`src/rtl/riscv_if_pqueue.sv`:
```
// Instruction-fetch parcel queue: buffers fetched parcels as halfwords and issues realigned
// 16/32-bit instructions to ID, one per cycle. Define RISCV_IF_RVC_EN to issue compressed instructions.
module riscv_if_pqueue #(
    parameter int unsigned     XLEN           = 32,
    parameter logic [XLEN-1:0] PC_INIT        = 'h200,
    parameter int unsigned     PARCEL_SIZE    = 32,
    parameter int unsigned     QUEUE_DEPTH    = 8,
    parameter int unsigned     ILEN           = 32,
    parameter int unsigned     EXCEPTION_SIZE = 16
) (
    input  logic                      rstn,
    input  logic                      clk,
    input  logic                      id_stall,
    input  logic                      if_stall_nxt_pc,
    input  logic [PARCEL_SIZE-1:0]    if_parcel,
    input  logic [XLEN-1:0]           if_parcel_pc,
    input  logic                      if_parcel_valid,
    input  logic                      if_parcel_misaligned,
    input  logic                      if_parcel_page_fault,
    input  logic                      bu_flush,
    input  logic                      st_flush,
    input  logic                      du_flush,
    input  logic [XLEN-1:0]           bu_nxt_pc,
    input  logic [XLEN-1:0]           st_nxt_pc,
    output logic [XLEN-1:0]           if_nxt_pc,
    output logic                      if_stall,
    output logic                      if_flush,
    output logic [ILEN-1:0]           if_instr,
    output logic                      if_instr_rvc,
    output logic [XLEN-1:0]           if_pc,
    output logic                      if_bubble,
    output logic [EXCEPTION_SIZE-1:0] if_exception
);

    localparam int unsigned PHW    = PARCEL_SIZE / 16;
    localparam int unsigned PBYTES = PARCEL_SIZE / 8;
    localparam int unsigned PTRW   = $clog2(QUEUE_DEPTH);
    localparam int unsigned CNTW   = PTRW + 1;
    localparam int unsigned DW     = $clog2(PHW);

    localparam int unsigned     CAUSE_MISALIGNED_INSTRUCTION   = 0;
    localparam int unsigned     CAUSE_INSTRUCTION_ACCESS_FAULT = 1;
    localparam logic [ILEN-1:0] INSTR_NOP                      = ILEN'(32'h0000_0013);
    localparam logic [ILEN-1:0] INSTR_ILLEGAL                  = '1;

    // Halfword queue storage
    logic [15:0]            hw_q  [QUEUE_DEPTH];
    logic [15:0]            hw_d  [QUEUE_DEPTH];
    logic [XLEN-1:0]        hpc_q [QUEUE_DEPTH];
    logic [XLEN-1:0]        hpc_d [QUEUE_DEPTH];
    logic [QUEUE_DEPTH-1:0] mis_q, mis_d;
    logic [QUEUE_DEPTH-1:0] flt_q, flt_d;

    logic [PTRW-1:0] rd_ptr_q, rd_ptr_d;
    logic [PTRW-1:0] wr_ptr_q, wr_ptr_d;
    logic [CNTW-1:0] count_q, count_d;
    logic [DW-1:0]   drop_q, drop_d;

    logic [XLEN-1:0]           nxt_pc_q, nxt_pc_d;
    logic [ILEN-1:0]           instr_q, instr_d;
    logic                      rvc_q, rvc_d;
    logic [XLEN-1:0]           ipc_q, ipc_d;
    logic                      bubble_q, bubble_d;
    logic [EXCEPTION_SIZE-1:0] exc_q, exc_d;

    logic            flush;
    logic [XLEN-1:0] flush_tgt;
    logic [CNTW-1:0] free;
    logic [PTRW-1:0] rd_nxt;
    logic [15:0]     h0, h1;

    logic            dec_rdy;
    logic [ILEN-1:0] dec_instr;
    logic            dec_rvc;
    logic [CNTW-1:0] dec_pop;
    logic            dec_mis, dec_flt;

    logic [PTRW-1:0] widx;
    logic [CNTW-1:0] push_n;

    assign flush     = bu_flush | st_flush | du_flush;
    assign flush_tgt = st_flush ? st_nxt_pc : bu_nxt_pc;
    assign free      = CNTW'(QUEUE_DEPTH) - count_q;
    assign if_stall  = id_stall | (free < CNTW'(PHW));
    assign if_flush  = flush;

    assign rd_nxt = rd_ptr_q + PTRW'(1);
    assign h0     = hw_q[rd_ptr_q];
    assign h1     = hw_q[rd_nxt];

    // Decode the head of the queue into the next issuable instruction
    always_comb begin
        dec_rdy   = 1'b0;
        dec_instr = INSTR_NOP;
        dec_rvc   = 1'b0;
        dec_pop   = '0;
        dec_mis   = 1'b0;
        dec_flt   = 1'b0;
        if (count_q != '0) begin
            if (h0[1:0] == 2'b11) begin
                if (count_q >= CNTW'(2)) begin
                    dec_rdy   = 1'b1;
                    dec_instr = ILEN'({h1, h0});
                    dec_pop   = CNTW'(2);
                    dec_mis   = mis_q[rd_ptr_q] | mis_q[rd_nxt];
                    dec_flt   = flt_q[rd_ptr_q] | flt_q[rd_nxt];
                end
            end else begin
                dec_rdy = 1'b1;
                dec_pop = CNTW'(1);
                dec_mis = mis_q[rd_ptr_q];
                dec_flt = flt_q[rd_ptr_q];
`ifdef RISCV_IF_RVC_EN
                dec_instr = ILEN'({16'h0000, h0});
                dec_rvc   = 1'b1;
`else
                dec_instr = INSTR_ILLEGAL;
`endif
            end
        end
    end

    // Queue push/pop, fetch address and output register next-state
    always_comb begin
        hw_d     = hw_q;
        hpc_d    = hpc_q;
        mis_d    = mis_q;
        flt_d    = flt_q;
        rd_ptr_d = rd_ptr_q;
        wr_ptr_d = wr_ptr_q;
        count_d  = count_q;
        drop_d   = drop_q;
        nxt_pc_d = nxt_pc_q;
        instr_d  = instr_q;
        rvc_d    = rvc_q;
        ipc_d    = ipc_q;
        bubble_d = bubble_q;
        exc_d    = exc_q;
        widx     = wr_ptr_q;
        push_n   = '0;

        if (flush) begin
            rd_ptr_d = '0;
            wr_ptr_d = '0;
            count_d  = '0;
            drop_d   = flush_tgt[DW:1];
            nxt_pc_d = flush_tgt;
            instr_d  = INSTR_NOP;
            rvc_d    = 1'b0;
            ipc_d    = flush_tgt;
            bubble_d = 1'b1;
            exc_d    = '0;
        end else begin
            if (!id_stall) begin
                exc_d = '0;
                if (dec_rdy) begin
                    instr_d  = dec_instr;
                    rvc_d    = dec_rvc;
                    ipc_d    = hpc_q[rd_ptr_q];
                    bubble_d = 1'b0;
                    exc_d[CAUSE_MISALIGNED_INSTRUCTION]   = dec_mis;
                    exc_d[CAUSE_INSTRUCTION_ACCESS_FAULT] = dec_flt;
                end else begin
                    instr_d  = INSTR_NOP;
                    rvc_d    = 1'b0;
                    bubble_d = 1'b1;
                end
            end

            // Halfwords below the fetch target inside the first parcel are skipped
            if (if_parcel_valid) begin
                for (int i = 0; i < int'(PHW); i++) begin
                    if (i >= int'(drop_q)) begin
                        hw_d[widx]  = if_parcel[16*i +: 16];
                        hpc_d[widx] = if_parcel_pc + XLEN'(2 * i);
                        mis_d[widx] = if_parcel_misaligned;
                        flt_d[widx] = if_parcel_page_fault;
                        widx        = widx + PTRW'(1);
                        push_n      = push_n + CNTW'(1);
                    end
                end
                drop_d = '0;
            end

            rd_ptr_d = rd_ptr_q + PTRW'((id_stall || !dec_rdy) ? CNTW'(0) : dec_pop);
            wr_ptr_d = widx;
            count_d  = count_q + push_n - ((id_stall || !dec_rdy) ? CNTW'(0) : dec_pop);

            if (!if_stall_nxt_pc && !if_stall) begin
                nxt_pc_d = (nxt_pc_q & ~XLEN'(PBYTES - 1)) + XLEN'(PBYTES);
            end
        end
    end

    // Queue payload needs no reset; validity is tracked by count
    always_ff @(posedge clk) begin
        hw_q  <= hw_d;
        hpc_q <= hpc_d;
        mis_q <= mis_d;
        flt_q <= flt_d;
    end

    always_ff @(posedge clk or negedge rstn) begin
        if (!rstn) begin
            rd_ptr_q <= '0;
            wr_ptr_q <= '0;
            count_q  <= '0;
            drop_q   <= PC_INIT[DW:1];
            nxt_pc_q <= PC_INIT;
            instr_q  <= INSTR_NOP;
            rvc_q    <= 1'b0;
            ipc_q    <= PC_INIT;
            bubble_q <= 1'b1;
            exc_q    <= '0;
        end else begin
            rd_ptr_q <= rd_ptr_d;
            wr_ptr_q <= wr_ptr_d;
            count_q  <= count_d;
            drop_q   <= drop_d;
            nxt_pc_q <= nxt_pc_d;
            instr_q  <= instr_d;
            rvc_q    <= rvc_d;
            ipc_q    <= ipc_d;
            bubble_q <= bubble_d;
            exc_q    <= exc_d;
        end
    end

    assign if_nxt_pc    = nxt_pc_q;
    assign if_instr     = instr_q;
    assign if_instr_rvc = rvc_q;
    assign if_pc        = ipc_q;
    assign if_bubble    = bubble_q;
    assign if_exception = exc_q;

endmodule

```
`config.mk`:
```
export PLATFORM = sky130hd
export DESIGN_NAME = riscv_if_pqueue
export DESIGN_NICKNAME = d
export VERILOG_FILES = /design/src/rtl/riscv_if_pqueue.sv
export SDC_FILE = /design/constraint.sdc
export NUM_CORES = 1
export LEC_CHECK = 0
export CORE_ASPECT_RATIO = 1.25
export CORE_MARGIN = 2
export CORE_UTILIZATION = 50
export CTS_BUF_LIST = sky130_fd_sc_hd__clkbuf_8
export CTS_CLUSTER_SIZE = 16
export DETAILED_ROUTE_END_ITERATION = 7
export GPL_TIMING_DRIVEN = 1
export HOLD_SLACK_MARGIN = 0.05
export PLACE_DENSITY = 0.71
export SETUP_SLACK_MARGIN = 0.5
export SKIP_LAST_GASP = 1
export SLEW_MARGIN = 20
export SYNTH_ARGS = -nofsm -noshare
export SYNTH_HDL_FRONTEND = slang
export SYNTH_SLANG_ARGS = --single-unit
```
`constraint.sdc`:
```
create_clock -name clk -period 6 [get_ports clk]
set_input_delay 0.9 -clock clk [delete_from_list [all_inputs] [get_ports clk]]
set_output_delay 0.9 -clock clk [all_outputs]
set_load 0.02 [all_outputs]
```
### After elaboration in Yosys (flattened, before gate mapping)

Cells that the tools add are included.

| operators by class | value |
|---|---|
| $add $sub $neg | 10 |
| magnitude comparators | 15 |
| equality and inequality tests | 2 |
| mux-type cells | 96 |
| bitwise operators | 10 |
| reductions and logical operators | 15 |

Operator list:

| cell | number |
|---|---|
| $mux W256 | 3 |
| $bwmux W256 | 2 |
| $mux W32 | 16 |
| $mux W128 | 3 |
| $bwmux W128 | 2 |
| $demux W32 S3 | 2 |
| $mux W16 | 8 |
| $bmux W16 S3 | 2 |
| $bmux W32 S3 | 1 |
| $demux W16 S3 | 2 |
| $mux W8 | 6 |
| $add A32 B2 Y32 const B | 1 |
| $add A32 B3 Y32 const B | 1 |
| $bwmux W8 | 4 |
| $mux W4 | 8 |
| $mux W1 | 23 |
| $mux W3 | 6 |
| $ge A4 B4 Y1 const B | 4 |
| $lt A3 B4 Y1 const B | 4 |
| $not A3 Y4 | 4 |
| $bmux W1 S3 | 4 |
| $add A3 B1 Y3 const B | 3 |
| $lt A4 B1 Y1 const B | 2 |
| $demux W1 S3 | 2 |
| other kinds (20) | 35 |

| word-level totals | value |
|---|---|
| bits in registers | 525 |
| input port bits | 138 |
| output and inout port bits | 116 |
| word-level logic and storage cells | 176 |

### Logic depth before layout (Yosys ltp)

| logic depth | value |
|---|---|
| depth in word-level cells | 12 |
| gate-level depth with buffers | 14 |
| mapped depth without buffers | 14 |

### Least setup slack after synthesis

Ideal clock, no wire load.

| path | value |
|---|---|
| path kind | input-to-reg |
| start | in bu_flush |
| end | reg flt_q[0] (enable) |
| library setup time | 0.458 ns |
| data arrival time | 4.036 ns |
| required time | 5.542 ns |
| setup slack | 1.506 ns |
| cell stages on the path | 5 |
| cell sequence | or2_2 -> nor2_1 -> clkbuf_1 -> nand2_1 -> nor2_1 |

| between the ends | value |
|---|---|
| longest elaborated chain between the ends | 4 |

RTL lines:

| what | RTL line | text |
|---|---|---|
| start: declaration | 20 | `input logic bu_flush,` |
| $or A1 B1 Y1 (2 in a row) | 81 | `assign flush = bu_flush \| st_flush \| du_flush;` |
| $not A1 Y1 (no source line) | -- |  |
| $reduce_and A2 Y1 (no source line) | -- |  |
| end signal: assignment | 200 | `flt_q <= flt_d;` |
| end: declaration | 52 | `logic [QUEUE_DEPTH-1:0] flt_q, flt_d;` |

Every way passes these cells.
A chain may end at the register's enable or synchronous reset.

### Worst setup path in the final report

| path | value |
|---|---|
| start | in bu_flush |
| end | out if_flush |

| between the ends | value |
|---|---|
| longest elaborated chain between the ends | 2 |

RTL lines:

| what | RTL line | text |
|---|---|---|
| $or A1 B1 Y1 (2 in a row) | 81 |  |
| end: declaration | 27 | `output logic if_flush,` |

Every way passes these cells.

==> metrics.cfg <==
[clock_network]
post_cts_buffers = 0
cts_htree_levels = 3
clock_latency_ps = 690
post_cts_resized = 0
tritoncts = yes
cts.path.max_buffers = 3
cts-buffers-inserted = 84
hold_buffers = 0
clkTransAtPathRegs_ps = 70
root_buffer = clkbuf_8
cts_sinks = 510

[run]
maxCapViolCount = 0

[yosys]
synth_area_leaders = edfxtp_1, mux4_2, dfrtp_1
synthArstFlopShare = 0.216
syn_avg_cell_area_um2 = 11.3
yosys_warnings = 0
synth_top_area_cell = edfxtp_1
synth.distinct_cells = 68
synth_edf_count = 400
synthesis.area_um2 = 27700
synthFlopType = edfxtp_1
synth.top_cell.area_share = 0.433
synthCells = 2461
yosysSeqAreaShare = 0.533
ys_seq_elements = 510

[worst_setup_path]
crit_path_start_kind = primary input
required_ps = 5100
worst-setup-path-type = in -> out
crit_path_end_kind = output port
path_max_fanout = 24
crit_arrival_ps = 3470
critical_path.startpoint = bu_flush
timing.rr.start = rd_ptr_q[0]

[layout]
multi_input_area_um2 = 12000
seqCellArea_um2 = 14800
layout.nets = 2737
fillers = 4431
area_growth_pct = 16.4
layout_commonest_cell = nand2_1
drive_gt1_frac = 0.131
post-route-util = 0.588
mostFrequentLayoutCells = nand2_1, edfxtp_1, clkdlybuf4s50_1

[routing]
drt-vias-per-instance = 6.67
drcViolationCount = 0
vias = 22581
antenna_left = 0
drt-initial-drc-count = 3132
wirelength_mm = 92.0
avgRoutedWirePerCell_um = 27.2
first_pass_iters = 6

[floorplanning]
core_area_um2 = 54900
die_h_um = 267
die_area_um2 = 57400
initial_core_util = 0.505
rows = 96
pin_count = 254
die_w_um = 215

[global_routing]
grt_pass1_vias = 22239
grt_pass1_wl_mm = 137
antenna_found_initial = 4
grt_overflow = 0
grt_use_total = 0.317
grt_max_degree = 67

[sta]
slew_violations = 0
fmaxAchievable_mhz = 229
setup_viol = 0
slew-limit-headroom = 0.165
rsz0062_at_grt = false
period_needed_ps = 4370
finalCritPeriodShare = 0.729
skew_ps = 32.8
worstMarginPinSlew_ps = 1250
hold_violations = 0
setup_tns_ps = 0

[placement]
io_buffer_count = 238
gp_congestion = 0.909
dp_hpwl_mm = 56.4

[power_and_ir_drop]
pwr-share-seq = 0.505
power_switching_uw = 2020
clockPowerShare = 0.386
p_per_area_nw_per_um2 = 241
power_leakage_uw = 0.0111
comb_power_share = 0.109
worst_ir_drop_vdd_v = 0.000153
swShare = 0.259
internal-power_uw = 5770

[hold_path]
min_path_type = in -> async

[outcome]
status = completed

## stage by stage
step	setup WS [ps]	total power (uW)	instances	hold slack, ps	area, um^2
detailed placement	1310	4830	3231	474	30700
global route	1490	8010	3385	396	32300
floorplan	1510	4460	2475	594	27800
CTS	1690	7790	3383	336	32300
finish	1630	7790	3386	313	32300
global placement	1640	4810	3231	465	30700
## registers in the layout, summed over array words and instances (netlist names)
name,cells
count_q,4
drop_q,1
flt_q,8
hpc_q,256
hw_q,128
if_bubble,1
if_exception,2
if_instr,32
if_nxt_pc,32
if_pc,32
mis_q,8
rd_ptr_q,3
wr_ptr_q,3
## worst max-delay path, stage by stage
cell	delay [ps]
clkdlybuf4s50_1	500
or2_2	440
nor2_4	120
inv_1	740
clkdlybuf4s50_1	760
## kinds of logic (layout without fill, tap and decap cells)
| family | count (synthesis) | after routing | synth area share |
|---|---|---|---|
| compound gates | 734 | 734 | 0.175 |
| xor+xnor | 36 | 36 | 0.0114 |
| fa+ha+maj | 17 | 17 | 0.00849 |
| buf+inv | 291 | 464 | 0.0420 |
| flops | 510 | 510 | 0.533 |
| mux | 171 | 171 | 0.122 |
| other cells | 1 | 18 | 0.000135 |
| simple gates | 701 | 701 | 0.109 |
## power groups by stage
stage / logic (uW) / registers, uW / clock network (uW)
after floorplan: 420 / 4040 / 0
after global placement: 809 / 4000 / 0
after detailed placement: 831 / 4000 / 0
after CTS: 834 / 3930 / 3020
after global routing: 899 / 3940 / 3170
final: 848 / 3930 / 3010
## cell type report
| type | instances | share of cell area |
|---|---|---|
| timing repair buffer | 291 | 0.0878 |
| tap | 735 | 0.0285 |
| multi-input combinational | 1674 | 0.373 |
| clock buffer | 90 | 0.0384 |
| clock inverter | 62 | 0.0115 |
| antenna | 3 | 0.000233 |
| inverter | 21 | 0.00244 |
| sequential | 510 | 0.458 |
## cells in the mapped netlist, types with 14 or more instances
cell type  count
a31oi_1       89
o31ai_1       35
a21oi_1      126
xnor2_1       17
a22o_1       176
mux2i_1       37
inv_1         18
xor2_1        19
clkbuf_1     188
nor3_1        20
nand3_1       57
nor2_1       112
nor2b_1       31
buf_4         16
nand2_1      412
dfrtp_1      104
a21o_1        23
edfxtp_1     400
nand4_1       15
ha_1          14
o21ai_1       19
buf_1         57
o21ai_0      203
mux4_2       133
## per-layer routing
| layer | global-route usage | up-vias | wire length, um |
|---|---|---|---|
| li1 | - | 9559 | - |
| met1 | 0.396 | 11033 | 32200 |
| met2 | 0.520 | 1668 | 44100 |
| met4 | 0.159 | 4 | 4160 |
| met3 | 0.0733 | 317 | 11500 |
| met5 | 0 | - | 23 |
## final timing paths
| kind | cells past startpoint | to | slack (ps) |
|---|---|---|---|
| worst max-delay path | 5 | if_flush | 1630 |
| worst min-delay path | 1 | if_pc[26] | 310 |
| worst max register to register | 11 | count_q[3] | 1780 |
| worst min register to register | 2 | if_exception[0] | 490 |
| max in group asynchronous | 2 | rd_ptr_q[2] | 4520 |
| min in group clk | 2 | if_exception[0] | 490 |
No activity file was read; power rests on OpenSTA's default activity.
